File: src/rtl/tc_product_sign_restore.sv
// Post-multiplier sign restoration: per-lane two's-complement correction of
// unsigned vedic products, then low/high half selection behind a 2-deep valid/ready pipe.
module tc_product_sign_restore #(
  parameter bit reg_output = 1'b1
) (
  input  logic        clk,
  input  logic        rst,
  input  logic        in_valid,
  output logic        in_ready,
  input  logic [1:0]  opcode,
  input  logic [1:0]  precision,
  input  logic [3:0]  sign_a,
  input  logic [3:0]  sign_b,
  input  logic [63:0] product_mag,
  output logic        out_valid,
  input  logic        out_ready,
  output logic [31:0] result
);

  localparam int DATA_W = 64;
  localparam int RES_W  = 32;

  // Negation stays inside each lane; flags come from the top byte of the lane.
  function automatic logic [DATA_W-1:0] negate_lanes(input logic [DATA_W-1:0] mag,
                                                     input logic [1:0] prec,
                                                     input logic [3:0] neg);
    logic [DATA_W-1:0] r;
    r = mag;
    case (prec)
      2'b01: begin
        for (int j = 0; j < 2; j++)
          if (neg[2*j+1]) r[32*j +: 32] = -$signed(mag[32*j +: 32]);
      end
      2'b10: begin
        if (neg[3]) r = -$signed(mag);
      end
      default: begin
        for (int i = 0; i < 4; i++)
          if (neg[i]) r[16*i +: 16] = -$signed(mag[16*i +: 16]);
      end
    endcase
    return r;
  endfunction

  function automatic logic [RES_W-1:0] select_half(input logic [DATA_W-1:0] p,
                                                   input logic [1:0] prec,
                                                   input logic hi);
    logic [RES_W-1:0] r;
    r = '0;
    case (prec)
      2'b01: begin
        for (int j = 0; j < 2; j++)
          r[16*j +: 16] = hi ? p[32*j+16 +: 16] : p[32*j +: 16];
      end
      2'b10: r = hi ? p[63:32] : p[31:0];
      default: begin
        for (int i = 0; i < 4; i++)
          r[8*i +: 8] = hi ? p[16*i+8 +: 8] : p[16*i +: 8];
      end
    endcase
    return r;
  endfunction

  logic [3:0]        neg_flags;
  logic [DATA_W-1:0] corr_in;
  logic [DATA_W-1:0] corr_p1;
  logic [1:0]        opcode_p1;
  logic [1:0]        prec_p1;
  logic              vld_p1;
  logic              adv_p1;
  logic              ld_p1;
  logic [RES_W-1:0]  sel_p1;

  assign neg_flags = (opcode == 2'b10) ? 4'b0000 : (sign_a ^ sign_b);
  assign corr_in   = negate_lanes(product_mag, precision, neg_flags);
  assign ld_p1     = !vld_p1 || adv_p1;
  assign in_ready  = ld_p1;

  // Stage 1: corrected lane products
  always_ff @(posedge clk) begin
    if (rst) begin
      vld_p1    <= 1'b0;
      corr_p1   <= '0;
      opcode_p1 <= '0;
      prec_p1   <= '0;
    end else if (ld_p1) begin
      vld_p1 <= in_valid;
      if (in_valid) begin
        corr_p1   <= corr_in;
        opcode_p1 <= opcode;
        prec_p1   <= (precision == 2'b11) ? 2'b00 : precision;
      end
    end
  end

  assign sel_p1 = select_half(corr_p1, prec_p1, opcode_p1 != 2'b00);

  // Stage 2: registered select, or a pass-through when reg_output is 0
  generate
    if (reg_output) begin : g_reg_out
      logic             vld_p2;
      logic [RES_W-1:0] result_p2;

      assign adv_p1 = !vld_p2 || out_ready;

      always_ff @(posedge clk) begin
        if (rst) begin
          vld_p2    <= 1'b0;
          result_p2 <= '0;
        end else if (adv_p1) begin
          vld_p2 <= vld_p1;
          if (vld_p1) result_p2 <= sel_p1;
        end
      end

      assign out_valid = vld_p2;
      assign result    = result_p2;
    end else begin : g_comb_out
      assign adv_p1    = out_ready;
      assign out_valid = vld_p1;
      assign result    = sel_p1;
    end
  endgenerate

endmodule

File: config.mk
export PLATFORM = sky130hd
export DESIGN_NAME = tc_product_sign_restore
export DESIGN_NICKNAME = d
export VERILOG_FILES = /design/src/rtl/tc_product_sign_restore.sv
export SDC_FILE = /design/constraint.sdc
export NUM_CORES = 1
export LEC_CHECK = 0
export ABC_CLOCK_PERIOD_IN_PS = 2930
export CAP_MARGIN = 20
export CORE_ASPECT_RATIO = 0.75
export CORE_MARGIN = 2
export CORE_UTILIZATION = 35
export DETAILED_ROUTE_END_ITERATION = 6
export PLACE_DENSITY = 0.66
export SLEW_MARGIN = 20
export SYNTH_ARGS = -nofsm -noshare
export SYNTH_HDL_FRONTEND = slang
export SYNTH_SLANG_ARGS = --single-unit
File: constraint.sdc
create_clock -name clk -period 2.93 [get_ports clk]
set_input_delay 0.586 -clock clk [delete_from_list [all_inputs] [get_ports clk]]
set_output_delay 0.586 -clock clk [all_outputs]
set_load 0.05 [all_outputs]
==> results of run 1 <==
## layout make-up
class	count	area, µm²
Clock buffer	9	225
Clock inverter	7	88.8
Fill cell	2666	13200
Inverter	21	78.8
Multi-Input combinational cell	1053	6490
Sequential cell	102	2040
Tap cell	344	430
Timing Repair Buffer	379	3230
## power groups by stage
stage                     logic, W  clock network [W]  registers (W)
after floorplan           0.000860                  0        0.00167
after global placement     0.00167                  0        0.00167
after CTS                  0.00169            0.00133        0.00164
after global routing       0.00186            0.00138        0.00165
final                      0.00174            0.00132        0.00165
after detailed placement   0.00168                  0        0.00167
## through the flow
step,std cells,setup TNS [ps],util,worst slack [ps]
global route,1915,-31.4,0.488,-31.4
CTS,1915,0,0.488,147
detailed placement,1899,-2660,0.475,-258
global placement,1899,-1580,0.475,-230
floorplan,1307,0,-,251
finish,1915,0,0.488,95.5
## flip-flops by register name (all words and copies together), names as in the netlist
register,cells
corr_p1,64
result,32
opcode_p1,2
prec_p1,2
out_valid,1
vld_p1,1
## final timing paths
kind                         endpoint               startpoint  cells past startpoint  slack [ps]
max          corr_p1[38]$_SDFFE_PP0P_                sign_b[3]                      9         100
min            result[5]$_SDFFE_PP0P_   result[5]$_SDFFE_PP0P_                      2         460
max reg2reg   result[13]$_SDFFE_PP0P_  prec_p1[0]$_SDFFE_PP0P_                      9         640
min reg2reg    result[5]$_SDFFE_PP0P_   result[5]$_SDFFE_PP0P_                      2         460
## synthesized netlist by cell type, drive strengths merged (14+ instances only)
cell     count
nor2       124
o21ai      119
buf         22
inv         20
o2111ai     21
a22o        17
nor4        30
nand3       31
a31oi       31
a21oi      113
xor2        22
dfxtp      102
a311oi      25
o211ai      15
nand2      129
nand4       22
a211oi      27
nand3b      38
and3        14
clkbuf     109
xnor2       21
or3         25
nor3        50
a221oi      20
## per-layer routing
| metal | wire length, µm | up-vias |
|---|---|---|
| met5 | 0 | - |
| met1 | 19000 | 5688 |
| met3 | 5290 | 112 |
| met2 | 17500 | 819 |
| li1 | - | 5510 |
| met4 | 1570 | 0 |
## kinds of logic after synthesis
logic type      after synthesis
simple gates                518
compound gates              481
buf+inv                     152
flops                       102
xor+xnor                     43
fa+ha+maj                     8
mux                           3
## cells in the final DEF (no fill, tap or decap), drive strengths merged, types with 25 or more instances in the layout
cell / instances
o21ai: 119
dfxtp: 102
a211oi: 27
a311oi: 25
nor4: 30
or3: 25
nand2: 129
a21oi: 113
nand3: 31
clkdlybuf4s50: 111
nand3b: 38
nor2: 124
nor3: 50
a31oi: 31
buf: 268
## worst max-delay path: cells and delay by family
family,cells,cell delay [ps]
AO/OA/AOI/OAI,3,660
XOR/XNOR,1,130
buffers and inverters,3,890
AND/OR/NAND/NOR,2,810
==> summary.txt, run 1 <==
OUTCOME
-----------------------------------------------------------------------------------------------------------------
Outcome ............................................................................................ complete, no violations

CRITICAL PATH
-----------------------------------------------------------------------------------------------------------------
Worst-path fanout max ..............................................................................           17
Critical Path Source Type .......................................................................... primary input
Critical path start-end classification ............................................................. primary input to register
Kind of end point of the critical path .............................................................     register
Cell type of the slowest stage on the worst timing path ............................................ sky130_fd_sc_hd__nor2_2
Arrival @ worst endpoint ...........................................................................      3100 ps
Crit path cell chain ............................................................................... clkdlybuf4s50_1, xnor2_1, buf_12, nor2_2, nand2_1, buf_4, o31ai_1, a21oi_1, a2111oi_0
Required time at the endpoint of the critical path .................................................      3200 ps
Maximum single-stage delay on the critical path ....................................................       650 ps

FLOORPLANNING
-----------------------------------------------------------------------------------------------------------------
Total Die Area .....................................................................................   0.0273 mm²
Number of primary I/O pins .........................................................................          114
Chip Width .........................................................................................       190 µm
Initial core utilization ...........................................................................        0.353
Row cnt ............................................................................................           51
Standard cell core area ............................................................................   0.0258 mm²
Die H ..............................................................................................       144 µm

CLOCKING
-----------------------------------------------------------------------------------------------------------------
Cell chosen for the clock root ..................................................................... sky130_fd_sc_hd__clkbuf_16
Clock tree buffer depth ............................................................................            2
CTS tree ...........................................................................................         done
Sink Count .........................................................................................          102
Worst skew pair latency ............................................................................       380 ps
CTS hold repair buffers ............................................................................            0
Clock buffer count from CTS ........................................................................            9
Clock-pin slew of the registers on the worst-case setup and hold paths .............................       100 ps
Number of gates resized after CTS ..................................................................            0
Number of buffers added for setup after CTS ........................................................            0
H-tree lvl count ...................................................................................            3

GLOBAL ROUTING
-----------------------------------------------------------------------------------------------------------------
Largest net degree at the start of global routing ..................................................           57
Total congestion overflow after global routing .....................................................            0
Busiest layer in global routing ....................................................................         met1
Via count of the first global-routing pass .........................................................        10.8k
Number of antenna violations at the first check in global routing ..................................            0
Met3 Usage GRT .....................................................................................       0.0620
Grt met1 use .......................................................................................        0.456
Aggregate global-route resource usage ..............................................................        0.312
Met2 track demand over resource in global routing ..................................................        0.446
Global-route wire length before repair .............................................................      65.1 mm

SYNTHESIS
-----------------------------------------------------------------------------------------------------------------
Mean area per synthesized cell .....................................................................     6.96 µm²
Synth Net Count ....................................................................................         1395
XOR/XNOR share of the synthesized area .............................................................       0.0414
#FFs+latches synth .................................................................................          102
Synthesized-area fraction occupied by ao, oa, aoi and oai cells ....................................        0.352
Synth top area cells ............................................................................... sky130_fd_sc_hd__dfxtp_1 22%, sky130_fd_sc_hd__o21ai_0 6.4%, sky130_fd_sc_hd__a21oi_1 6.2%
Dominant combinational cell family by area after synthesis ......................................... compound AO/OA/AOI/OAI gates
Dominant cell type by area after synthesis ......................................................... sky130_fd_sc_hd__dfxtp_1
Arithmetic-cell share of the synthesized area counting full adders, half adders and majority gates .       0.0110
Count of flip-flops with a built-in enable after synthesis .........................................            0
Synth Warn # .......................................................................................            0
Simple-gate share of the synthesized area ..........................................................        0.302
Sequential-to-total area share from yosys stat .....................................................        0.224
Fraction of synthesis flops using an asynchronous set or reset pin .................................            0
Mux contribution to synthesized area ...............................................................      0.00344
Netlist Area Pre-Place .............................................................................  0.00910 mm²
Primary flip-flop cell chosen by synthesis mapping ................................................. sky130_fd_sc_hd__dfxtp_1
Area share of the leading cell type in the synthesized netlist .....................................        0.224
Synthesized instance count .........................................................................         1307
Number of unique standard cell types used by synthesis .............................................           84

DRT
-----------------------------------------------------------------------------------------------------------------
DR vias/cell .......................................................................................         6.33
DRC violations left ................................................................................            0
Overall routed net length ..........................................................................      43.3 mm
Routed wirelength normalized by instance count .....................................................      22.6 µm
Vias after detailed routing ........................................................................        12.1k
First-pass iteration count of the detailed router ..................................................            5
Antenna viol nets, final ...........................................................................            0
1st-iter DRT viols .................................................................................         1705

FINISH
-----------------------------------------------------------------------------------------------------------------
Post-route cell area ...............................................................................   0.0126 mm²
Layout cell share with drive strength beyond 1 .....................................................        0.204
N_diodes ...........................................................................................            0
Area growth from synthesis to layout ...............................................................        38.3%
Nets@finish ........................................................................................         1654

TIMING
-----------------------------------------------------------------------------------------------------------------
Final count of pins violating max slew .............................................................            0
Skew final .........................................................................................      19.4 ps
Max Clk Rate .......................................................................................      353 MHz
Max-slew headroom ..................................................................................        0.423
Hold Fails Final Rpt ...............................................................................            0
Final cycle utilization of the critical path .......................................................        0.967
Final-layout worst hold slack ......................................................................       459 ps
Fin crit period ....................................................................................      2830 ps
Setup violation total in the final timing report ...................................................            0
Transition time at the pin with the least slew margin ..............................................       865 ps

POWER
-----------------------------------------------------------------------------------------------------------------
Total power ........................................................................................    0.00470 W
Static Leak ........................................................................................      4.61 nW
Relative contribution of sequential cells to total power ...........................................        0.351
Combinational fraction of design power .............................................................        0.369
Switching power as a share of total power ..........................................................        0.395
Psw ................................................................................................    0.00186 W
Clock share of power ...............................................................................        0.280
Maximum vdd ir drop ................................................................................       293 µV
PD cells ...........................................................................................   374 mW/mm²
Internal portion of total power ....................................................................    0.00285 W

PLACEMENT
-----------------------------------------------------------------------------------------------------------------
Cell area after placement ..........................................................................   0.0123 mm²
Detailed placement HPWL ............................................................................      33.2 mm
Port Buffers .......................................................................................          113
Placer's final routability congestion estimate .....................................................        0.999

WORST HOLD PATH
-----------------------------------------------------------------------------------------------------------------
Worst hold path class .............................................................................. register to register

RUN
-----------------------------------------------------------------------------------------------------------------
Max-Cap Viols ......................................................................................            0

(Power assumes the default switching activity.)
==> run 2, diff against run 1 <==
- ABC_CLOCK_PERIOD_IN_PS: 2930 -> 3000
- TNS_END_PERCENT: not set -> 30
- clock period: 2.93 -> 3 ns (I/O delays scaled with it)
==> summary.txt, run 2 (synthesis gave the netlist of run 1 again) <==
FINISH
-------------------------------------------------------------------------------------
Number of flip-flops in the largest register ...........................           64   unchanged
Leading cell types in the layout, fill and taps excluded ............... 230 x sky130_fd_sc_hd__buf_4, 129 x sky130_fd_sc_hd__nand2_1, 122 x sky130_fd_sc_hd__nor2_1
Leading cell type in the layout, fill and taps excluded ................ sky130_fd_sc_hd__buf_4
Area growth from synthesis to layout ...................................        35.4%
Reg with most FFs ......................................................      corr_p1
Layout cell share with drive strength beyond 1 .........................        0.188   -0.0160
Cell Count, Final, Fillers Out .........................................         1885   -1.6%
Nets@finish ............................................................         1623   -1.9%

CLOCKING
-------------------------------------------------------------------------------------
Cell chosen for the clock root ......................................... sky130_fd_sc_hd__clkbuf_16
Sink Count .............................................................          102   unchanged
CTS tree ...............................................................         done
Worst skew pair latency ................................................       370 ps   about the same
Clock-pin slew of the registers on the worst-case setup and hold paths .        80 ps   -20 ps
Clock tree buffer depth ................................................            2   unchanged
Clock buffer count from CTS ............................................            9   unchanged
H-tree lvl count .......................................................            3   unchanged
CTS hold repair buffers ................................................            0   unchanged

OUTCOME
-------------------------------------------------------------------------------------
Outcome ................................................................ finished with violations
Violated checks ........................................................ negative setup slack

WORST HOLD PATH
-------------------------------------------------------------------------------------
Worst hold path class .................................................. register to register
Start point of the worst min-delay path ................................ result[7]$_SDFFE_PP0P_
End of the worst hold path ............................................. result[7]$_SDFFE_PP0P_
Instance count along the most critical hold path .......................            2   unchanged

CRITICAL PATH
-------------------------------------------------------------------------------------
Critical Path Source Type .............................................. primary input
Required time at the endpoint of the critical path .....................      3250 ps   +50 ps
Reg-to-reg critical path startpoint .................................... prec_p1[0]$_SDFFE_PP0P_
Worst-path fanout max ..................................................            4   -13
Register-to-register setup slack .......................................       650 ps   about the same
Worst reg-to-reg path cell count .......................................            8   -1
Endpoint of the worst register-to-register path ........................ result[8]$_SDFFE_PP0P_
Critical path start-end classification ................................. primary input to register
Arrival @ worst endpoint ...............................................      3350 ps   +250 ps
Kind of end point of the critical path .................................     register

GLOBAL ROUTING
-------------------------------------------------------------------------------------
Number of antenna violations at the first check in global routing ......            0   unchanged
Grt met1 use ...........................................................        0.446   -0.0102
Largest net degree at the start of global routing ......................           57   unchanged
Via count of the first global-routing pass .............................        10.9k   +0.44%
Busiest layer in global routing ........................................         met2
Aggregate global-route resource usage ..................................        0.310   -0.00149
Total congestion overflow after global routing .........................            0   unchanged
Global-route wire length before repair .................................      65.2 mm   +0.22%
Met3 Usage GRT .........................................................       0.0706   +0.00855
Met2 track demand over resource in global routing ......................        0.450   +0.00327

TIMING
-------------------------------------------------------------------------------------
Hold Fails Final Rpt ...................................................            0   unchanged
Transition time at the pin with the least slew margin ..................       835 ps   -30.0 ps
Setup repair after global routing missed its margin ....................         true
Setup WS post-layout ...................................................     -95.8 ps   -191 ps
Final cycle utilization of the critical path ...........................         1.03
Max-slew headroom ......................................................        0.443   +0.0206
Final count of pins violating max slew .................................            0   unchanged
Skew final .............................................................      5.55 ps   -13.8 ps
Max Clk Rate ...........................................................      323 MHz
Setup violation total in the final timing report .......................            2   +2
Fin crit period ........................................................      3100 ps

POWER
-------------------------------------------------------------------------------------
Static Leak ............................................................      4.45 nW   -3.5%
Maximum vdd ir drop ....................................................       237 µV   -19%
PD cells ...............................................................   367 mW/mm²   -1.9%
Total power ............................................................    0.00452 W   -4.0%

FLOORPLANNING
-------------------------------------------------------------------------------------
Initial core utilization ...............................................        0.353   unchanged
Chip Width .............................................................       190 µm   unchanged
Row cnt ................................................................           51   unchanged
Total Die Area .........................................................   0.0273 mm²   unchanged
Standard cell core area ................................................   0.0258 mm²   unchanged
Die H ..................................................................       144 µm   unchanged
Number of primary I/O pins .............................................          114   unchanged

PLACEMENT
-------------------------------------------------------------------------------------
Number of placed instances, taps included ..............................         1868   -1.6%
Port Buffers ...........................................................          113   unchanged
Detailed placement HPWL ................................................      32.3 mm   -2.7%
Placer's final routability congestion estimate .........................         1.01   +1.5%
Worst slack at placement ...............................................      -326 ps   -68.9 ps

RUN
-------------------------------------------------------------------------------------
Max-Cap Viols ..........................................................            0   unchanged

DRT
-------------------------------------------------------------------------------------
DRC violations left ....................................................            0   unchanged
Antenna viol nets, final ...............................................            0   unchanged
DR vias/cell ...........................................................         6.39   +0.85%
1st-iter DRT viols .....................................................         1863   +9.3%
Overall routed net length ..............................................      42.6 mm   -1.6%
First-pass iteration count of the detailed router ......................            7   +2
Vias after detailed routing ............................................        12.0k   -0.73%
Routed wirelength normalized by instance count .........................      22.6 µm   about the same

run 2: changes by cell type in the layout (fill, tap and decap cells not counted), sizes merged:
cell,change
diode,+1
clkinv,+1
inv,-1
buf,-31
run 2: timing repair:
item,CTS,global route
setup endpoints to repair,0,4
resized for setup,0,2
setup buffers,0,0
run 2: metrics by stage:
stage	utilization	TNS (ps)	hold slack, ps	cell area, µm²
2_1_floorplan	-	0	443	9100
3_3_place_gp	0.465	-6430	445	12000
3_5_place_dp	0.465	-8190	451	12000
4_1_cts	0.477	0	460	12300
5_1_grt	0.478	-350	477	12300
6_report	0.478	-174	455	12300
run 2: worst max-delay path, cell delays in order:
cell	delay (ps)
sky130_fd_sc_hd__clkdlybuf4s50_1	450
sky130_fd_sc_hd__inv_1	100
sky130_fd_sc_hd__ha_1	170
sky130_fd_sc_hd__nor4b_2	280
sky130_fd_sc_hd__buf_4	190
sky130_fd_sc_hd__nand4b_1	310
sky130_fd_sc_hd__nor4_1	650
sky130_fd_sc_hd__buf_4	240
sky130_fd_sc_hd__nor3_1	40
sky130_fd_sc_hd__o21ai_0	200
sky130_fd_sc_hd__o211ai_1	120
run 2: final cells by class:
type	count	area, µm²
sequential	102	2040
multi-input combinational	1053	6490
inverter	21	78.8
clock inverter	7	91.3
timing repair buffer	348	2960
fill	2587	13500
clock buffer	9	225
antenna	1	2.50
tap	344	430
run 2: worst max-delay path by stage:
stage / start / endpoint / slack, ps / cells past startpoint
4_1_cts: opcode[1] / corr_p1[53]$_SDFFE_PP0P_ / 30 / 7
5_1_grt: product_mag[16] / corr_p1[58]$_SDFFE_PP0P_ / -120 / 11
2_1_floorplan: product_mag[0] / corr_p1[60]$_SDFFE_PP0P_ / 310 / 9
3_5_place_dp: opcode[1] / corr_p1[53]$_SDFFE_PP0P_ / -330 / 7
3_3_place_gp: opcode[1] / corr_p1[53]$_SDFFE_PP0P_ / -340 / 7
6_report: product_mag[16] / corr_p1[58]$_SDFFE_PP0P_ / -100 / 11
run 2: layer usage:
metal,wire (µm),part of all wire,up-vias
li1,-,-,5455
met1,18500,0.43,5615
met2,17300,0.40,858
met3,5360,0.13,112
met4,1540,0.036,0
met5,0,0,-
run 2: power breakdown:
part | switching [W] | internal, W | leakage (nW) | total (W)
registers | 0.000144 | 0.00146 | 0.839 | 0.00161
logic | 0.000973 | 0.000681 | 3.46 | 0.00165
clock network | 0.000653 | 0.000603 | 0.152 | 0.00126
total | 0.00177 | 0.00275 | 4.45 | 0.00452
==> run 3, diff against run 2 <==
- CAP_MARGIN: 20 -> not set
- MAX_ROUTING_LAYER: not set -> met4
==> summary.txt, run 3 (synthesis gave the netlist of run 1 again) <==
OUTCOME
-------------------------------------------------------------------------------------
Outcome ................................................................ complete, no violations

FLOORPLANNING
-------------------------------------------------------------------------------------
Initial core utilization ...............................................        0.353   unchanged
Row cnt ................................................................           51   unchanged
Standard cell core area ................................................   0.0258 mm²   unchanged
Total Die Area .........................................................   0.0273 mm²   unchanged
Die H ..................................................................       144 µm   unchanged
Number of primary I/O pins .............................................          114   unchanged
Chip Width .............................................................       190 µm   unchanged

CLOCKING
-------------------------------------------------------------------------------------
Cell chosen for the clock root ......................................... sky130_fd_sc_hd__clkbuf_16
Worst skew pair latency ................................................       370 ps   about the same
Clock tree buffer depth ................................................            2   unchanged
CTS tree ...............................................................         done
Clock-pin slew of the registers on the worst-case setup and hold paths .        90 ps   about the same
H-tree lvl count .......................................................            3   unchanged
Sink Count .............................................................          102   unchanged
Clock buffer count from CTS ............................................            9   unchanged

WORST HOLD PATH
-------------------------------------------------------------------------------------
Worst hold path class .................................................. register to register

GLOBAL ROUTING
-------------------------------------------------------------------------------------
Total congestion overflow after global routing .........................            0   unchanged
Global-route wire length before repair .................................      65.3 mm   about the same
Number of antenna violations at the first check in global routing ......            0   unchanged
Aggregate global-route resource usage ..................................        0.321   +0.0109
Via count of the first global-routing pass .............................        11.0k   +1.2%
Largest net degree at the start of global routing ......................           57   unchanged

DRT
-------------------------------------------------------------------------------------
Overall routed net length ..............................................      43.0 mm   +0.82%
DR vias/cell ...........................................................         6.33   -0.92%
Antenna viol nets, final ...............................................            0   unchanged
DRC violations left ....................................................            0   unchanged
Routed wirelength normalized by instance count .........................      22.7 µm   +0.24%
First-pass iteration count of the detailed router ......................            6   -1
Vias after detailed routing ............................................        12.0k   -0.34%
1st-iter DRT viols .....................................................         1570   -16%

CRITICAL PATH
-------------------------------------------------------------------------------------
Register-to-register setup slack .......................................       740 ps   +90 ps
Kind of end point of the critical path .................................     register
Required time at the endpoint of the critical path .....................      3320 ps   +70 ps
Critical path start-end classification ................................. primary input to register
Maximum single-stage delay on the critical path ........................       740 ps   +90 ps
Cell type of the slowest stage on the worst timing path ................ sky130_fd_sc_hd__xnor2_1
Worst-path fanout max ..................................................            5   +1
Crit path cell chain ................................................... clkdlybuf4s50_1, xnor2_1, a311oi_1, xnor2_1, a211oi_1, or4b_2, nand3_1
Critical Path Source Type .............................................. primary input
Arrival @ worst endpoint ...............................................      3230 ps   -120 ps
Cell mode on critical path ............................................. sky130_fd_sc_hd__xnor2_1

PLACEMENT
-------------------------------------------------------------------------------------
Cell area after placement ..............................................   0.0121 mm²   +0.90%
Port Buffers ...........................................................          113   unchanged
Detailed placement HPWL ................................................      33.0 mm   +2.2%
Number of placed instances, taps included ..............................         1879   +0.59%
Worst slack at placement ...............................................      -178 ps   +149 ps
Placer's final routability congestion estimate .........................         1.00   -1.3%

FINISH
-------------------------------------------------------------------------------------
Layout cell share with drive strength beyond 1 .........................        0.193   +0.00434
FILL cells .............................................................         2606   +0.73%
Leading cell type in the layout, fill and taps excluded ................ sky130_fd_sc_hd__buf_4
Leading cell types in the layout, fill and taps excluded ............... 240 x sky130_fd_sc_hd__buf_4, 129 x sky130_fd_sc_hd__nand2_1, 122 x sky130_fd_sc_hd__nor2_1
N_diodes ...............................................................            0   -1
Area growth from synthesis to layout ...................................        36.3%
Nets@finish ............................................................         1635   +0.74%
Post-route cell area ...................................................   0.0124 mm²   +0.66%
Reg with most FFs ......................................................      corr_p1
Number of flip-flops in the largest register ...........................           64   unchanged
Cell Count, Final, Fillers Out .........................................         1896   +0.58%

TIMING
-------------------------------------------------------------------------------------
Max Clk Rate ...........................................................      344 MHz   +6.3%
Max-slew headroom ......................................................        0.405   -0.0386
Setup repair after global routing missed its margin ....................        false
Setup WS post-layout ...................................................      88.8 ps   +185 ps
Setup violation total in the final timing report .......................            0   -2
Skew final .............................................................      11.6 ps   +6.05 ps
Transition time at the pin with the least slew margin ..................       886 ps   +51.5 ps
Setup total negative slack .............................................         0 ps   +174 ps
Hold Fails Final Rpt ...................................................            0   unchanged
Final cycle utilization of the critical path ...........................        0.970   -0.0615
Fin crit period ........................................................      2910 ps   -185 ps
Final count of pins violating max slew .................................            0   unchanged

POWER
-------------------------------------------------------------------------------------
Maximum vdd ir drop ....................................................       280 µV   +18%
PD cells ...............................................................   364 mW/mm²   -0.73%
Static Leak ............................................................      4.51 nW   +1.3%

RUN
-------------------------------------------------------------------------------------
Max-Cap Viols ..........................................................            0   unchanged

==> run 3: cell types whose count changed in the layout (fill, tap and decap cells not counted) <==
cell,change
sky130_fd_sc_hd__buf_4,+10
sky130_fd_sc_hd__nor4_1,+2
sky130_fd_sc_hd__diode_2,-1
sky130_fd_sc_hd__nor2b_1,+1
sky130_fd_sc_hd__buf_12,+2
sky130_fd_sc_hd__inv_12,-1
sky130_fd_sc_hd__nor2b_2,-1
sky130_fd_sc_hd__clkinv_4,-1
sky130_fd_sc_hd__inv_8,+3
sky130_fd_sc_hd__clkinvlp_4,+1
sky130_fd_sc_hd__clkinv_8,-2
sky130_fd_sc_hd__nor4_2,-2
==> run 3: metal layers <==
| metal | wire length (µm) | GRT usage |
|---|---|---|
| met5 | 0 | - |
| met4 | 1700 | 0.132 |
| met3 | 5330 | 0.0589 |
| met2 | 17300 | 0.447 |
| met1 | 18600 | 0.453 |
==> run 3: path summary, 6_finish.rpt <==
check	startpoint	cells after the start	end
worst max-delay path	sign_b[3]	7	corr_p1[53]$_SDFFE_PP0P_
worst min-delay path	result[31]$_SDFFE_PP0P_	2	result[31]$_SDFFE_PP0P_
worst max register to register	prec_p1[0]$_SDFFE_PP0P_	8	result[21]$_SDFFE_PP0P_
worst min register to register	result[31]$_SDFFE_PP0P_	2	result[31]$_SDFFE_PP0P_
==> run 3: timing repair <==
| item | 4_1_cts | 5_1_grt |
|---|---|---|
| buffers inserted | 0 | 1 |
| endpoints found under the setup margin | 0 | 1 |
| hold buffers | 0 | 0 |
| resized for setup | 0 | 0 |
==> run 3: critical path, delay by kind of cell <==
kind	cells	cell delay, ps
and+or+nand+nor	2	720
xor gates and xnor gates	2	920
AOI/OAI and AO/OA	2	540
buffers and inverters	1	450
==> run 3: layout make-up <==
class                      instances  area, µm²  share of cell area
multi-input combinational       1053       6470               0.522
timing repair buffer             360       3080               0.248
sequential                       102       2040               0.165
tap                              344        430              0.0347
clock buffer                       9        225              0.0182
inverter                          21       78.8             0.00636
clock inverter                     7       75.1             0.00605
==> run 3: power by group <==
group | total, W | switching (W) | internal, W
Clock | 0.00124 | 0.000648 | 0.000595
Combinational | 0.00166 | 0.000970 | 0.000691
Sequential | 0.00161 | 0.000148 | 0.00146
Total | 0.00451 | 0.00177 | 0.00275
==> run 3: stage by stage <==
step | total power [W] | hold slack [ps] | util
floorplan | 0.00247 | 443 | -
global placement | 0.00324 | 444 | 0.469
detailed placement | 0.00325 | 448 | 0.469
CTS | 0.00447 | 458 | 0.481
global route | 0.00469 | 486 | 0.481
finish | 0.00451 | 456 | 0.481
